--- config.mk ---
export PLATFORM = sky130hd
export DESIGN_NAME = ahb_lite_sp_sram_byte_ctrl_flat
export DESIGN_NICKNAME = d
export VERILOG_FILES = /design/src/rtl/ahb_lite_sp_sram_byte_ctrl_pkg.sv /design/src/rtl/ahb_lite_sp_sram_byte_ctrl_if.sv /design/src/rtl/ahb_lite_sp_sram_byte_ctrl.sv /design/src/flat_wrapper.sv
export SDC_FILE = /design/constraint.sdc
export NUM_CORES = 1
export LEC_CHECK = 0
export CORE_MARGIN = 8
export CORE_UTILIZATION = 37
export CTS_CLUSTER_DIAMETER = 60
export CTS_CLUSTER_SIZE = 16
export DETAILED_ROUTE_END_ITERATION = 10
export HOLD_SLACK_MARGIN = 0.1
export PLACE_DENSITY = 0.77
export RECOVER_POWER = 25
export SLEW_MARGIN = 25
export SYNTH_ARGS = -nofsm -noshare
export SYNTH_HDL_FRONTEND = slang
export SYNTH_SLANG_ARGS = --single-unit
--- constraint.sdc ---
create_clock -name clk -period 2.44 [get_ports clk]
set_input_delay 0.488 -clock clk [delete_from_list [all_inputs] [get_ports clk]]
set_output_delay 0.488 -clock clk [all_outputs]
set_load 0.02 [all_outputs]
--- src/rtl/ahb_lite_sp_sram_byte_ctrl_pkg.sv ---
// Shared AHB-Lite encodings and controller state definitions.
// Imported by the byte-serialising SRAM controller.
package ahb_lite_sp_sram_byte_ctrl_pkg;

    localparam logic [1:0] HTRANS_IDLE   = 2'b00;
    localparam logic [1:0] HTRANS_BUSY   = 2'b01;
    localparam logic [1:0] HTRANS_NONSEQ = 2'b10;
    localparam logic [1:0] HTRANS_SEQ    = 2'b11;

    localparam logic [2:0] HSIZE_BYTE = 3'd0;
    localparam logic [2:0] HSIZE_HALF = 3'd1;
    localparam logic [2:0] HSIZE_WORD = 3'd2;

    localparam logic HRESP_OKAY  = 1'b0;
    localparam logic HRESP_ERROR = 1'b1;

    typedef enum logic [2:0] {
        ST_IDLE   = 3'd0,
        ST_WRITE  = 3'd1,
        ST_READ   = 3'd2,
        ST_RDLAST = 3'd3,
        ST_ERR1   = 3'd4,
        ST_ERR2   = 3'd5
    } state_t;

    // Oversized or misaligned transfers are rejected with a two-cycle ERROR.
    function automatic logic xfer_illegal(input logic [2:0] size, input logic [1:0] addr_lo);
        case (size)
            HSIZE_BYTE: xfer_illegal = 1'b0;
            HSIZE_HALF: xfer_illegal = addr_lo[0];
            HSIZE_WORD: xfer_illegal = (addr_lo != 2'b00);
            default:    xfer_illegal = 1'b1;
        endcase
    endfunction

    // Index of the final byte in a transfer (N-1).
    function automatic logic [1:0] size_last_k(input logic [2:0] size);
        case (size)
            HSIZE_BYTE: size_last_k = 2'd0;
            HSIZE_HALF: size_last_k = 2'd1;
            default:    size_last_k = 2'd3;
        endcase
    endfunction

endpackage

--- src/rtl/ahb_lite_sp_sram_byte_ctrl_if.sv ---
// AHB-Lite slave port plus 8-bit SRAM initiator port of the byte controller.
// slave = controller side, master = bus/SRAM environment side.
interface ahb_lite_sp_sram_byte_ctrl_if #(parameter int ADDR_WIDTH = 11);
    logic                  hsel;
    logic [31:0]           haddr;
    logic [1:0]            htrans;
    logic                  hwrite;
    logic [2:0]            hsize;
    logic [31:0]           hwdata;
    logic                  hready;
    logic                  hreadyout;
    logic                  hresp;
    logic [31:0]           hrdata;
    logic                  sram_cs;
    logic                  sram_wen;
    logic [ADDR_WIDTH-1:0] sram_addr;
    logic [7:0]            sram_data;
    logic [7:0]            sram_q;

    modport slave (
        input  hsel, haddr, htrans, hwrite, hsize, hwdata, hready, sram_q,
        output hreadyout, hresp, hrdata, sram_cs, sram_wen, sram_addr, sram_data
    );

    modport master (
        output hsel, haddr, htrans, hwrite, hsize, hwdata, hready, sram_q,
        input  hreadyout, hresp, hrdata, sram_cs, sram_wen, sram_addr, sram_data
    );
endinterface

--- src/rtl/ahb_lite_sp_sram_byte_ctrl.sv ---
// AHB-Lite slave serialising byte/half/word transfers into single-byte SRAM strobes.
// Data phase N cycles (write) or N+1 (read); hreadyout stalls the bus until the last byte.
module ahb_lite_sp_sram_byte_ctrl
    import ahb_lite_sp_sram_byte_ctrl_pkg::*;
#(
    parameter int ADDR_WIDTH = 11
) (
    input  logic                                   clk,
    input  logic                                   rst,
    ahb_lite_sp_sram_byte_ctrl_if.slave            bus
);

    state_t                state, state_nxt;
    logic [1:0]            k, k_nxt;
    logic [1:0]            lane, lane_nxt;
    logic [1:0]            last_k, last_k_nxt;
    logic [ADDR_WIDTH-1:0] base, base_nxt;
    logic                  rd_pend, rd_pend_nxt;
    logic [1:0]            rd_lane, rd_lane_nxt;
    logic [31:0]           hrdata_q, hrdata_nxt, rdata_merged;

    logic                  accept;
    logic                  illegal;
    logic                  take_addr;
    logic                  start_read;
    logic [1:0]            byte_lane;

    logic                  hreadyout;
    logic                  hresp;
    logic                  sram_cs;
    logic                  sram_wen;
    logic [ADDR_WIDTH-1:0] sram_addr;
    logic [7:0]            sram_data;

    logic                  unused_haddr_hi;
    assign unused_haddr_hi = ^bus.haddr[31:ADDR_WIDTH];

    assign accept  = bus.hsel & bus.hready &
                     (bus.htrans != HTRANS_IDLE) & (bus.htrans != HTRANS_BUSY);
    assign illegal   = xfer_illegal(bus.hsize, bus.haddr[1:0]);
    assign byte_lane = lane + k;

    always_comb begin
        state_nxt  = state;
        k_nxt      = k;
        lane_nxt   = lane;
        last_k_nxt = last_k;
        base_nxt   = base;
        take_addr  = 1'b0;
        hreadyout  = 1'b1;
        hresp      = HRESP_OKAY;
        sram_cs    = 1'b0;
        sram_wen   = 1'b1;
        sram_addr  = '0;
        sram_data  = '0;

        case (state)
            ST_IDLE: take_addr = 1'b1;
            ST_WRITE: begin
                sram_cs   = 1'b1;
                sram_wen  = 1'b0;
                sram_addr = base + {{(ADDR_WIDTH-2){1'b0}}, k};
                sram_data = bus.hwdata[{byte_lane, 3'b000} +: 8];
                if (k == last_k) begin
                    take_addr = 1'b1;
                end else begin
                    hreadyout = 1'b0;
                    k_nxt     = k + 2'd1;
                end
            end
            ST_READ: begin
                sram_cs   = 1'b1;
                sram_addr = base + {{(ADDR_WIDTH-2){1'b0}}, k};
                hreadyout = 1'b0;
                if (k == last_k) begin
                    state_nxt = ST_RDLAST;
                end else begin
                    k_nxt = k + 2'd1;
                end
            end
            ST_RDLAST: take_addr = 1'b1;
            ST_ERR1: begin
                hreadyout = 1'b0;
                hresp     = HRESP_ERROR;
                state_nxt = ST_ERR2;
            end
            ST_ERR2: begin
                hresp     = HRESP_ERROR;
                take_addr = 1'b1;
            end
            default: state_nxt = ST_IDLE;
        endcase

        // Any cycle with hreadyout=1 can take the next address phase, so strobes run without a bubble.
        if (take_addr) begin
            state_nxt = ST_IDLE;
            if (accept) begin
                base_nxt   = bus.haddr[ADDR_WIDTH-1:0];
                lane_nxt   = bus.haddr[1:0];
                last_k_nxt = size_last_k(bus.hsize);
                k_nxt      = 2'd0;
                if (illegal) begin
                    state_nxt = ST_ERR1;
                end else if (bus.hwrite) begin
                    state_nxt = ST_WRITE;
                end else begin
                    state_nxt = ST_READ;
                end
            end
        end
    end

    assign start_read  = take_addr & accept & ~illegal & ~bus.hwrite;
    assign rd_pend_nxt = (state == ST_READ);
    assign rd_lane_nxt = byte_lane;

    // sram_q lands one cycle after its strobe; merge it live so RDLAST presents the full word.
    always_comb begin
        rdata_merged = hrdata_q;
        if (rd_pend) begin
            rdata_merged[{rd_lane, 3'b000} +: 8] = bus.sram_q;
        end
    end

    assign hrdata_nxt = start_read ? 32'd0 : rdata_merged;

    always_ff @(posedge clk) begin
        if (rst) begin
            state    <= ST_IDLE;
            k        <= 2'd0;
            lane     <= 2'd0;
            last_k   <= 2'd0;
            base     <= '0;
            rd_pend  <= 1'b0;
            rd_lane  <= 2'd0;
            hrdata_q <= 32'd0;
        end else begin
            state    <= state_nxt;
            k        <= k_nxt;
            lane     <= lane_nxt;
            last_k   <= last_k_nxt;
            base     <= base_nxt;
            rd_pend  <= rd_pend_nxt;
            rd_lane  <= rd_lane_nxt;
            hrdata_q <= hrdata_nxt;
        end
    end

    assign bus.hreadyout = hreadyout;
    assign bus.hresp     = hresp;
    assign bus.hrdata    = rdata_merged;
    assign bus.sram_cs   = sram_cs;
    assign bus.sram_wen  = sram_wen;
    assign bus.sram_addr = sram_addr;
    assign bus.sram_data = sram_data;

endmodule

--- src/flat_wrapper.sv ---
// flat-port wrapper written by rule: the top's interface ports become plain ports
module ahb_lite_sp_sram_byte_ctrl_flat import ahb_lite_sp_sram_byte_ctrl_pkg::*;
#(
    parameter int ADDR_WIDTH = 11
)
  (clk, rst, bus_hsel, bus_haddr, bus_htrans, bus_hwrite, bus_hsize, bus_hwdata, bus_hready, bus_sram_q, bus_hreadyout, bus_hresp, bus_hrdata, bus_sram_cs, bus_sram_wen, bus_sram_addr, bus_sram_data);
  ahb_lite_sp_sram_byte_ctrl_if #(.ADDR_WIDTH(ADDR_WIDTH)) bus_i ();
  input  logic clk;
  input  logic rst;
  input wire logic [$bits(bus_i.hsel)-1:0] bus_hsel;
  input wire logic [$bits(bus_i.haddr)-1:0] bus_haddr;
  input wire logic [$bits(bus_i.htrans)-1:0] bus_htrans;
  input wire logic [$bits(bus_i.hwrite)-1:0] bus_hwrite;
  input wire logic [$bits(bus_i.hsize)-1:0] bus_hsize;
  input wire logic [$bits(bus_i.hwdata)-1:0] bus_hwdata;
  input wire logic [$bits(bus_i.hready)-1:0] bus_hready;
  input wire logic [$bits(bus_i.sram_q)-1:0] bus_sram_q;
  output wire logic [$bits(bus_i.hreadyout)-1:0] bus_hreadyout;
  output wire logic [$bits(bus_i.hresp)-1:0] bus_hresp;
  output wire logic [$bits(bus_i.hrdata)-1:0] bus_hrdata;
  output wire logic [$bits(bus_i.sram_cs)-1:0] bus_sram_cs;
  output wire logic [$bits(bus_i.sram_wen)-1:0] bus_sram_wen;
  output wire logic [$bits(bus_i.sram_addr)-1:0] bus_sram_addr;
  output wire logic [$bits(bus_i.sram_data)-1:0] bus_sram_data;
  assign bus_i.hsel = bus_hsel;
  assign bus_i.haddr = bus_haddr;
  assign bus_i.htrans = bus_htrans;
  assign bus_i.hwrite = bus_hwrite;
  assign bus_i.hsize = bus_hsize;
  assign bus_i.hwdata = bus_hwdata;
  assign bus_i.hready = bus_hready;
  assign bus_i.sram_q = bus_sram_q;
  assign bus_hreadyout = bus_i.hreadyout;
  assign bus_hresp = bus_i.hresp;
  assign bus_hrdata = bus_i.hrdata;
  assign bus_sram_cs = bus_i.sram_cs;
  assign bus_sram_wen = bus_i.sram_wen;
  assign bus_sram_addr = bus_i.sram_addr;
  assign bus_sram_data = bus_i.sram_data;
  ahb_lite_sp_sram_byte_ctrl #(.ADDR_WIDTH(ADDR_WIDTH)) u_core (.clk(clk), .rst(rst), .bus(bus_i));
endmodule
==> run metrics <==
final worst setup slack=-136 ps; Nets=507; Mapped Cells=292; worst hold path class=reg2reg; fraction of layout cells with a size suffix above 1=25.4%; max_cap viols=0; CTS sink cnt=53; Detail Placement HPWL=6.66 mm; Tcrit/Tclk final=106%; DR iter-0 viols=108; CP Data Arrival Time=2090 ps; initial core utilization=37.8%; Final ANT Viol Nets=0; Clock Latency Late Sink=300 ps; Cell variety after synth=44; ys async rst share=0%; drc violations=0; buffers added on ports=114; Die Ht=104 um; Area Overhead vs Synth=44.8%; row count=32; crit path launch type=register; clk buf depth=2; first drt pass iteration count=4; Post-synth EDFFs=0; Rel. slew slack=43.2%; gpl congestion=0.827; status=finished, violations left; CORE AREA=0.00761 mm2; Cell Area, Synth=0.00287 mm2; Yosys reg bits=53; worst path required time=1950 ps; worst-path maximum fanout=10; dpl cells=511; # hold bufs at CTS=0; PD cells=402 mW/mm2; worst-margin pin slew=852 ps; top post-synthesis cells by area=dfxtp_1, nor2b_1, a22o_1; Peak VDD IR=0.208 mV; post-route insts no fill=520; Routed Wire Length=8.47 mm; syn nets=382; leakage power=1.66 nW; sequential element share of the synthesized area=36.9%; fin util=54.7%; Critical Path Start=u_core.lane[0]; H-tree levels=2; Hold Path Stages=2; post-layout min period=2580 ps; Reg2Reg Setup Slack=240 ps; Setup crit end kind=output pin; CTS tree=built; Overflow after GRT=0; clock root buffer=clkbuf_8; die area=0.0108 mm2; r2r worst-path depth=5; clk_skew=11.4 ps; drt wl/cell=16.3 um; Top FF cell, synth=dfxtp_1; Slew Limit Fails=0; antenna violations before repair=0; Hold Path Sink=u_core.lane[0]; Setup Crit Path Kind=reg2out; vias in the first global route=2798; Syn Area/Cell=9.84 um2; total track usage=15.6%; top cell type by total area after synthesis=dfxtp_1; RSZ-0062 raised after global routing=true; I/O Pins=137; diode count=0; worst r2r src=u_core.state[2]; global-route wire length before repair=14.2 mm; post-DR vias/cell=5.20; f_max=388 MHz; total CTS buffers=5; total power=1.68 mW; top cell type's share of synthesized area=36.9%; slowest cell delay on critical path=520 ps; Die W=104 um; pin count of the biggest net entering global routing=33; Ys Warns=0; Crit-path slowest cell=fa_1; hold_sp=u_core.lane[0]; setup TNS=-987 ps; DR vias=2703; cell breakdown of the critical path=ha_4 -> fa_1 -> buf_12 -> mux4_2 -> nor2b_1 -> buf_2; count of final setup violators=8; failing checks=setup timing; Worst R2R End=u_core.hrdata_q[29]; Worst-path clk slew=100 ps; Final Hold Fails=0
-- metal layers --
| metal | GRT usage [%] | vias up | part of all wire [%] |
|---|---|---|---|
| li1 | - | 1335 | - |
| met1 | 18.2 | 1281 | 43 |
| met2 | 27.7 | 78 | 51 |
| met3 | 3.97 | 9 | 4.9 |
| met4 | 3.83 | 0 | 1.1 |
| met5 | 0 | - | 0 |
-- metrics by stage --
stage	hold WS, ps	setup WS, ps	instance area (um2)
2_1_floorplan	453	3.21	2870
3_3_place_gp	481	-212	4250
3_5_place_dp	494	-261	4250
4_1_cts	511	-178	4310
5_1_grt	531	-222	4160
6_report	514	-136	4160
-- worst max path at each step --
stage	slack (ps)	end
after global routing	-220	bus_sram_data[1]
after floorplan	3	bus_sram_data[0]
after global placement	-210	bus_sram_data[5]
final	-140	bus_sram_data[1]
after detailed placement	-260	bus_sram_data[5]
after CTS	-180	bus_sram_data[5]
-- registers in the layout, indices dropped and copies added, names as in the netlist --
| name | cells |
|---|---|
| u_core.lane | 1 |
| u_core.k | 2 |
| u_core.state | 3 |
| u_core.base | 10 |
| u_core.last_k | 2 |
| u_core.rd_lane | 2 |
| u_core.hrdata_q | 32 |
| u_core.rd_pend | 1 |
-- synthesized netlist by cell type, types with 3 or more instances --
cell and count:
ha_1 7, nand3_1 3, a21o_1 4, nor3_1 8, a21oi_1 14, nand2_1 8
o31ai_1 12, dfxtp_1 53, inv_1 5, nor2b_1 47, nand4_1 14, mux4_2 8
o21ai_0 5, a211oi_1 3, clkbuf_1 11, xor2_1 5, nor2_1 11, buf_2 4
xnor2_1 4, and3_1 3, a22o_1 32
-- final cells by class --
| cell class | instances | area, um2 |
|---|---|---|
| multi-input combinational | 214 | 1730 |
| sequential | 53 | 1060 |
| clock inverter | 3 | 25.0 |
| clock buffer | 5 | 68.8 |
| tap | 102 | 128 |
| timing repair buffer | 138 | 1130 |
| inverter | 5 | 18.8 |
| fill | 706 | 3440 |
-- worst max-delay path: cells and delay by family (launching register included) --
family | cells | cell delay, ps
adder cells (fa/ha/maj) | 2 | 690
flip-flops | 1 | 360
buffers and inverters | 2 | 300
multiplexers | 1 | 290
AND/OR/NAND/NOR | 1 | 140
-- kinds of logic (layout without fill, tap and decap cells) --
logic type / after synthesis / count (layout) / share of synthesized area (%)
fa+ha+maj: 8 / 8 / 3.74
flops: 53 / 53 / 36.9
simple gates: 107 / 107 / 22.0
buf+inv: 25 / 151 / 4.22
compound gates: 80 / 80 / 22.2
xor+xnor: 11 / 11 / 4.66
mux: 8 / 8 / 6.27
-- cell usage in the layout (no fill, tap or decap), types with 7 or more instances in the layout --
cell             count
buf_4               26
a21oi_1             14
nand4_1             14
nor2_1              11
o31ai_1             12
dfxtp_1             52
clkbuf_2            18
clkdlybuf4s50_1     60
a22o_1              31
buf_2               23
nand2_1              8
mux4_2               8
nor3_1               7
nor2b_1             46
-- where the power goes --
part / total (mW) / internal [mW] / leakage, nW / switching [mW]
registers: 0.892 / 0.876 / 0.428 / 0.0154
logic: 0.275 / 0.161 / 1.19 / 0.114
clock network: 0.509 / 0.208 / 0.0447 / 0.301
-- timing repair --
action                     CTS  global route
hold endpoints to repair     0             0
setup endpoints to repair   53            50
gates resized for setup    154            53
pin swaps                    2             3
setup buffers                1             0
(Power assumes the default switching activity.)
